$ cat src/rtl/noc_pkt_injector_pkg.sv
// Shared field widths and FSM encoding for the node-0 packet injector.
package noc_pkt_injector_pkg;

    localparam int X_SIZE_DEF  = 2;
    localparam int Y_SIZE_DEF  = 2;
    localparam int PCK_NUM_DEF = 8;
    localparam int ITER_DEF    = 4;

    typedef enum logic [1:0] {
        ST_IDLE = 2'd0,
        ST_SEND = 2'd1,
        ST_WAIT = 2'd2,
        ST_DONE = 2'd3
    } state_t;

endpackage

$ cat src/rtl/noc_resp_checker.sv
// Response field extraction, payload/destination check and duplicate scoreboard.
module noc_resp_checker
    import noc_pkt_injector_pkg::*;
#(
    parameter int X_SIZE   = X_SIZE_DEF,
    parameter int Y_SIZE   = Y_SIZE_DEF,
    parameter int PCK_NUM  = PCK_NUM_DEF,
    parameter int ITER     = ITER_DEF,
    parameter int NUM_PKTS = 16
) (
    input  logic                                      clk,
    input  logic                                      rst,
    input  logic                                      clr,
    input  logic                                      active,
    input  logic [X_SIZE+Y_SIZE+PCK_NUM+8*ITER-1:0]   i_data,
    input  logic                                      i_valid,
    output logic                                      good,
    output logic                                      bad
);

    localparam int XY = X_SIZE + Y_SIZE;
    localparam logic [PCK_NUM:0] NPK = NUM_PKTS[PCK_NUM:0];

    logic [XY-1:0]          dest;
    logic [PCK_NUM-1:0]     pnum;
    logic                   fault;
    // Sized to the full packet-number space so any received p indexes safely.
    logic [2**PCK_NUM-1:0]  sb_q;

    function automatic logic [7:0] exp_byte(input logic [PCK_NUM-1:0] p, input int k);
        logic [31:0] s;
        s = 32'(p) + 32'(k);
        return 8'hff - s[7:0];
    endfunction

    always_comb begin
        dest  = i_data[XY-1:0];
        pnum  = i_data[XY +: PCK_NUM];
        fault = (dest != '0) || ({1'b0, pnum} >= NPK) || sb_q[pnum] || !active;
        for (int k = 0; k < ITER; k++) begin
            if (i_data[XY+PCK_NUM+8*k +: 8] != exp_byte(pnum, k)) fault = 1'b1;
        end
        good = i_valid && !fault;
        bad  = i_valid && fault;
    end

    always_ff @(posedge clk) begin
        if (rst || clr) begin
            sb_q <= '0;
        end else if (good) begin
            sb_q[pnum] <= 1'b1;
        end
    end

endmodule

$ cat src/rtl/noc_pkt_injector.sv
// Node-0 traffic initiator: injects NUM_PKTS requests round-robin and checks the responses.
module noc_pkt_injector
    import noc_pkt_injector_pkg::*;
#(
    parameter int X_SIZE   = X_SIZE_DEF,
    parameter int Y_SIZE   = Y_SIZE_DEF,
    parameter int PCK_NUM  = PCK_NUM_DEF,
    parameter int ITER     = ITER_DEF,
    parameter int NUM_PKTS = 16,
    parameter int TIMEOUT  = 1024
) (
    input  logic                                      clk,
    input  logic                                      rst,
    input  logic                                      start,
    output logic [X_SIZE+Y_SIZE+PCK_NUM+8*ITER-1:0]   o_data,
    output logic                                      o_valid,
    input  logic                                      i_ready,
    input  logic [X_SIZE+Y_SIZE+PCK_NUM+8*ITER-1:0]   i_data,
    input  logic                                      i_valid,
    output logic                                      done,
    output logic                                      pass,
    output logic                                      timeout,
    output logic [15:0]                               err_cnt,
    output logic [PCK_NUM:0]                          rx_cnt
);

    localparam int XY    = X_SIZE + Y_SIZE;
    localparam int W     = XY + PCK_NUM + 8*ITER;
    localparam int NODES = 2**XY;
    localparam int TW    = $clog2(TIMEOUT + 1);
    localparam logic [PCK_NUM:0] NPK     = NUM_PKTS[PCK_NUM:0];
    localparam logic [PCK_NUM:0] IDX_ONE = {{PCK_NUM{1'b0}}, 1'b1};
    localparam logic [TW-1:0]    TMO     = TIMEOUT[TW-1:0];

    state_t           state_q, state_d;
    logic [PCK_NUM:0] tx_idx_q;
    logic [TW-1:0]    idle_q;
    logic             start_run, tx_fire, last_tx, rx_all, rx_stall, rx_active;
    logic             rx_good, rx_bad;

    function automatic logic [W-1:0] make_req(input logic [PCK_NUM:0] idx);
        logic [W-1:0] pkt;
        logic [31:0]  dest;
        logic [31:0]  b;
        pkt  = '0;
        // Skip node 0 by folding p onto 1..NODES-1.
        dest = (32'(idx) % 32'(NODES - 1)) + 32'd1;
        pkt[XY-1:0]        = dest[XY-1:0];
        pkt[XY +: PCK_NUM] = idx[PCK_NUM-1:0];
        for (int k = 0; k < ITER; k++) begin
            b = 32'(idx) + 32'(k);
            pkt[XY+PCK_NUM+8*k +: 8] = b[7:0];
        end
        return pkt;
    endfunction

    function automatic logic [15:0] sat_inc16(input logic [15:0] v);
        return (v == 16'hffff) ? v : v + 16'd1;
    endfunction

    noc_resp_checker #(
        .X_SIZE   (X_SIZE),
        .Y_SIZE   (Y_SIZE),
        .PCK_NUM  (PCK_NUM),
        .ITER     (ITER),
        .NUM_PKTS (NUM_PKTS)
    ) u_checker (
        .clk     (clk),
        .rst     (rst),
        .clr     (start_run),
        .active  (rx_active),
        .i_data  (i_data),
        .i_valid (i_valid),
        .good    (rx_good),
        .bad     (rx_bad)
    );

    always_comb begin
        start_run = start && ((state_q == ST_IDLE) || (state_q == ST_DONE));
        tx_fire   = o_valid && i_ready;
        last_tx   = tx_fire && (tx_idx_q == NPK);
        rx_all    = (state_q == ST_WAIT) && (rx_cnt == NPK);
        rx_stall  = (state_q == ST_WAIT) && (idle_q == TMO);
        rx_active = (state_q == ST_SEND) || (state_q == ST_WAIT);
        state_d   = state_q;
        case (state_q)
            ST_IDLE, ST_DONE: if (start)              state_d = ST_SEND;
            ST_SEND:          if (last_tx)            state_d = ST_WAIT;
            ST_WAIT:          if (rx_all || rx_stall) state_d = ST_DONE;
            default:                                  state_d = ST_IDLE;
        endcase
    end

    always_ff @(posedge clk) begin
        if (rst) state_q <= ST_IDLE;
        else     state_q <= state_d;
    end

    always_ff @(posedge clk) begin
        if (rst) begin
            o_data   <= '0;
            o_valid  <= 1'b0;
            tx_idx_q <= '0;
            idle_q   <= '0;
            rx_cnt   <= '0;
            err_cnt  <= '0;
            done     <= 1'b0;
            timeout  <= 1'b0;
        end else if (start_run) begin
            o_data   <= make_req('0);
            o_valid  <= 1'b1;
            tx_idx_q <= IDX_ONE;
            idle_q   <= '0;
            rx_cnt   <= '0;
            // A response landing with start is still unexpected and counts in the new run.
            err_cnt  <= {15'd0, rx_bad};
            done     <= 1'b0;
            timeout  <= 1'b0;
        end else begin
            if (tx_fire) begin
                if (last_tx) begin
                    o_valid <= 1'b0;
                end else begin
                    o_data   <= make_req(tx_idx_q);
                    tx_idx_q <= tx_idx_q + 1'b1;
                end
            end
            if (rx_good) rx_cnt <= rx_cnt + 1'b1;
            if (rx_bad)  err_cnt <= sat_inc16(err_cnt);
            if (state_q == ST_WAIT) idle_q <= i_valid ? '0 : idle_q + 1'b1;
            if (rx_all) begin
                done <= 1'b1;
            end else if (rx_stall) begin
                done    <= 1'b1;
                timeout <= 1'b1;
            end
        end
    end

    assign pass = done && (err_cnt == 16'd0) && !timeout;

endmodule

$ cat config.mk
export PLATFORM = sky130hd
export DESIGN_NAME = noc_pkt_injector
export DESIGN_NICKNAME = d
export VERILOG_FILES = /design/src/rtl/noc_pkt_injector_pkg.sv /design/src/rtl/noc_resp_checker.sv /design/src/rtl/noc_pkt_injector.sv
export SDC_FILE = /design/constraint.sdc
export NUM_CORES = 1
export LEC_CHECK = 0
export BUFFER_PORTS_ARGS = -buffer_cell sky130_fd_sc_hd__buf_2
export CORE_ASPECT_RATIO = 1.2
export CORE_UTILIZATION = 57
export CTS_BUF_LIST = sky130_fd_sc_hd__clkbuf_8
export DETAILED_ROUTE_END_ITERATION = 7
export GPL_TIMING_DRIVEN = 0
export HOLD_SLACK_MARGIN = 0.03
export PLACE_DENSITY = 0.81
export SETUP_SLACK_MARGIN = 0.1
export SLEW_MARGIN = 20
export SYNTH_ARGS = -nofsm -noshare
export SYNTH_HDL_FRONTEND = slang
export SYNTH_HIERARCHICAL = 1
export SYNTH_SLANG_ARGS = --single-unit
$ cat constraint.sdc
create_clock -name clk -period 15.7 [get_ports clk]
set_clock_uncertainty 0.1 [all_clocks]
set_input_delay 2.355 -clock clk [delete_from_list [all_inputs] [get_ports clk]]
set_output_delay 2.355 -clock clk [all_outputs]
set_load 0.05 [all_outputs]
==> impl_metrics.csv <==
group,metric,value,unit
cts,root_buffer,"clkbuf_8",
synth,synth.area.mux_share,0.0426,
synth,ys_top_cells_by_area,"dfxtp_1 (29%), xnor2_1 (5.8%), nand2_1 (4.9%)",
synth,synth_nets,997,
synth,synth_cell_type_count,89,
global_route,first_global_vias,6578,
synth,synth-compound-area-share,0.176,
global_route,gr-usage-met1,0.347,
cts,clkTransAtPathRegs,0.12,ns
drt,firstDrtPassIters,5,
outcome,status,"complete, no violations",
drt,route.detailed.drc,0,
sta,setup_viol,0,
sta,rsz0062_at_grt,"no",
drt,num_vias,7242,
power_and_ir_drop,clkPwrFrac,0.272,
sta,min_period,6.96,ns
drt,drt.antenna.violating_nets,0,
synth,syn_inst,921,
worst_setup_path,slowest_stage,"a2111oi_0",
power_and_ir_drop,p_int,0.429,mW
global_route,antenna_found_initial,0,
min_path,hp-class,"register to register",
synth,synth-main-ff-cell,"dfxtp_1",
synth,synth-seq-cells,109,
synth,synthSimpleGateAreaFrac,0.281,
placed_design,dp_hpwl,15000,um
power_and_ir_drop,power.switching,0.258,mW
die,die_h,127,um
cells_and_area,final_core_util,0.664,
synth,synth_area_leader_cell,"dfxtp_1",
worst_setup_path,r2r-start,"o_data[21]",
power_and_ir_drop,power_frac_seq,0.438,
min_path,min_from,"u_checker/sb_q[10]",
worst_setup_path,crit_buf_inv,4,
worst_setup_path,cp.required,15.91,ns
flow_run,drv_cap,0,
synth,synth-edff-count,0,
worst_setup_path,reg2reg_slack,8.74,ns
sta,period_share,0.443,
global_route,grt_first_pass_wirelength,31400,um
worst_setup_path,end_kind,"register",
cells_and_area,area_growth,13.7,%
power_and_ir_drop,power.density,81.6,mW/mm2
die,initial_core_util,0.584,
die,coreArea,0.0127,mm2
synth,syn_area_per_cell,8.03,um2
die,io_pins,122,
cells_and_area,num-fill-cells,1159,
worst_setup_path,crit_family,"compound AO/OA/AOI/OAI gates",
cells_and_area,antennaDiodeCount,0,
global_route,use_met3,0.0370,
synth,synth_top_family_by_area,"simple AND/OR/NAND/NOR gates",
sta,hold_viol_final,0,
global_route,grtUsageTotal,0.289,
drt,postRouteWirelength,19500,um
sta,fmax,144,MHz
die,die_area,0.0134,mm2
synth,ys_warn_count,6,
cts,cts_tree,"done",
worst_setup_path,crit_top_cell,"ha_1",
cts,cts_resized,0,
power_and_ir_drop,pwr-share-comb,0.289,
global_route,overflow,0,
sta,tightest_slew,0.903,ns
global_route,grt_max_degree,22,
cells_and_area,nets,1125,
worst_setup_path,crit_path_max_incr_delay,0.56,ns
synth,synth_fa_ha_area_frac,0.0457,
power_and_ir_drop,swShare,0.376,
cts,cts_sinks,109,
die,die_x,106,um
cells_and_area,drive_gt1_frac,0.213,
worst_setup_path,critPathKind,"register to register",
synth,netlist_area,0.00740,mm2
drt,viasPerCell,5.95,
worst_setup_path,critPathLaunchType,"register",
power_and_ir_drop,ir_worst_vdd,0.0668,mV
synth,synth-xor-area-share,0.0888,
cts,clockBufferDepth,2,
sta,slew_headroom,0.392,
sta,finalMaxSlewViolations,0,
worst_setup_path,cp.arrival,7.17,ns
cts,hold_buffers,0,
drt,wl_per_cell,16.1,um
sta,tns,0,ns
cts,htree_levels,3,
global_route,met2_usage,0.516,
cts,cts_made_buffers,9,
drt,first_iter_violations,478,
cts,clk_latency,0.38,ns
synth,yosysSeqAreaShare,0.295,
synth,synth-async-reset-ratio,0,
die,rows,45,
synth,synth.top_cell.area_share,0.295,
worst_setup_path,critPathMaxFanout,10,
worst_setup_path,crit_start,"o_data[21]",
placed_design,io_buffers,117,
global_route,grt.busiest_layer,"met2",
cts,cts_setup_buffers,0,
power_and_ir_drop,p_leak,3.29,nW
placed_design,gp_congestion,0.928,
==> Yosys cell counts (all sizes together) (5+ instances only) <==
cell type and count:
a2111oi 5, a211oi 20, a21oi 53, a31oi 9, and2 24, and3 13, buf 46, clkbuf 34
dfxtp 109, ha 27, inv 30, mux2 6, mux2i 10, mux4 6, nand2 97, nand2b 9
nand3 31, nand4 33, nor2 85, nor2b 14, nor3 18, nor3b 10, nor4 12, nor4b 7
o211ai 9, o21ai 45, or2 6, or3 12, xnor2 49, xor2 26
==> state kept, by name, summed over array words and instances, names as in the netlist <==
| register | count |
|---|---|
| o_data | 34 |
| u_checker/sb_q | 32 |
| err_cnt | 16 |
| idle_q | 11 |
| rx_cnt | 9 |
| state_q | 2 |
| tx_idx_q | 2 |
| done | 1 |
| o_valid | 1 |
| timeout | 1 |
==> power groups by stage <==
stage	registers, mW	logic [mW]	clock network (mW)
after CTS	0.300	0.197	0.189
after global routing	0.302	0.216	0.198
after floorplan	0.333	0.115	0
after detailed placement	0.307	0.196	0
final	0.301	0.199	0.187
after global placement	0.307	0.194	0
==> worst register-to-register path: cells and delay by family, from the launching register on <==
family | cells | cell delay (ns)
xor+xnor | 2 | 0.37
mux | 1 | 0.30
simple gates | 8 | 1.05
compound gates | 11 | 2.29
fa+ha+maj | 4 | 1.17
flops | 1 | 0.50
buf+inv | 4 | 1.11
==> per-stage QoR <==
stage | hold WS (ns) | power (mW) | instance area [um2] | cells | worst slack [ns]
floorplan | 0.322 | 0.448 | 7400 | 921 | 9.89
global placement | 0.332 | 0.501 | 8190 | 1202 | 8.98
detailed placement | 0.339 | 0.503 | 8190 | 1202 | 8.90
CTS | 0.354 | 0.686 | 8420 | 1218 | 8.83
global route | 0.376 | 0.716 | 8420 | 1218 | 8.24
finish | 0.355 | 0.686 | 8420 | 1218 | 8.74
==> cells in the final DEF (no fill, tap or decap), drive strengths merged, types with 4 or more instances in the layout <==
cell	instances
or2	6
nand3	31
mux4	6
ha	27
xor2	26
nand2	97
nand4	33
and2	24
a21oi	53
nand2b	9
clkbuf	43
nor4b	7
o211ai	9
buf	163
a311oi	4
xnor2	49
and3	13
mux2	6
o22ai	4
mux2i	10
a211oi	20
a31oi	9
or3	12
o21ai	45
inv	34
dfxtp	109
a2111oi	5
nor4	12
nor2	85
nor3	18
nor2b	14
nor3b	10
==> per-layer routing <==
metal / vias to the layer above / share of wire
met5: - / 0
met4: 0 / 0.030
met3: 43 / 0.058
met2: 270 / 0.50
met1: 3402 / 0.41
li1: 3527 / -
==> kinds of logic after synthesis <==
logic type	count (synthesis)
adder cells (fa/ha/maj)	27
flip-flops	109
buffers and inverters	110
XOR/XNOR	75
multiplexers	22
AO/OA/AOI/OAI	187
AND/OR/NAND/NOR	391
==> final cells by class <==
| cell class | instances | area [um2] | share of cell area |
|---|---|---|---|
| multi-input cells | 702 | 4690 | 0.557 |
| flip-flops and latches | 109 | 2180 | 0.259 |
| repair buffers | 117 | 586 | 0.0696 |
| plain buffers | 80 | 415 | 0.0494 |
| well taps | 164 | 205 | 0.0244 |
| clock buffers | 9 | 124 | 0.0147 |
| inverters | 30 | 113 | 0.0134 |
| clock inverters | 7 | 103 | 0.0122 |
==> path summary, 6_finish.rpt <==
kind	depth (start not counted)	to
setup / recovery	30	o_data[2]
hold / removal	2	u_checker/sb_q[10]
setup reg to reg	30	o_data[2]
hold reg to reg	2	u_checker/sb_q[10]
(Power assumes the default switching activity.)
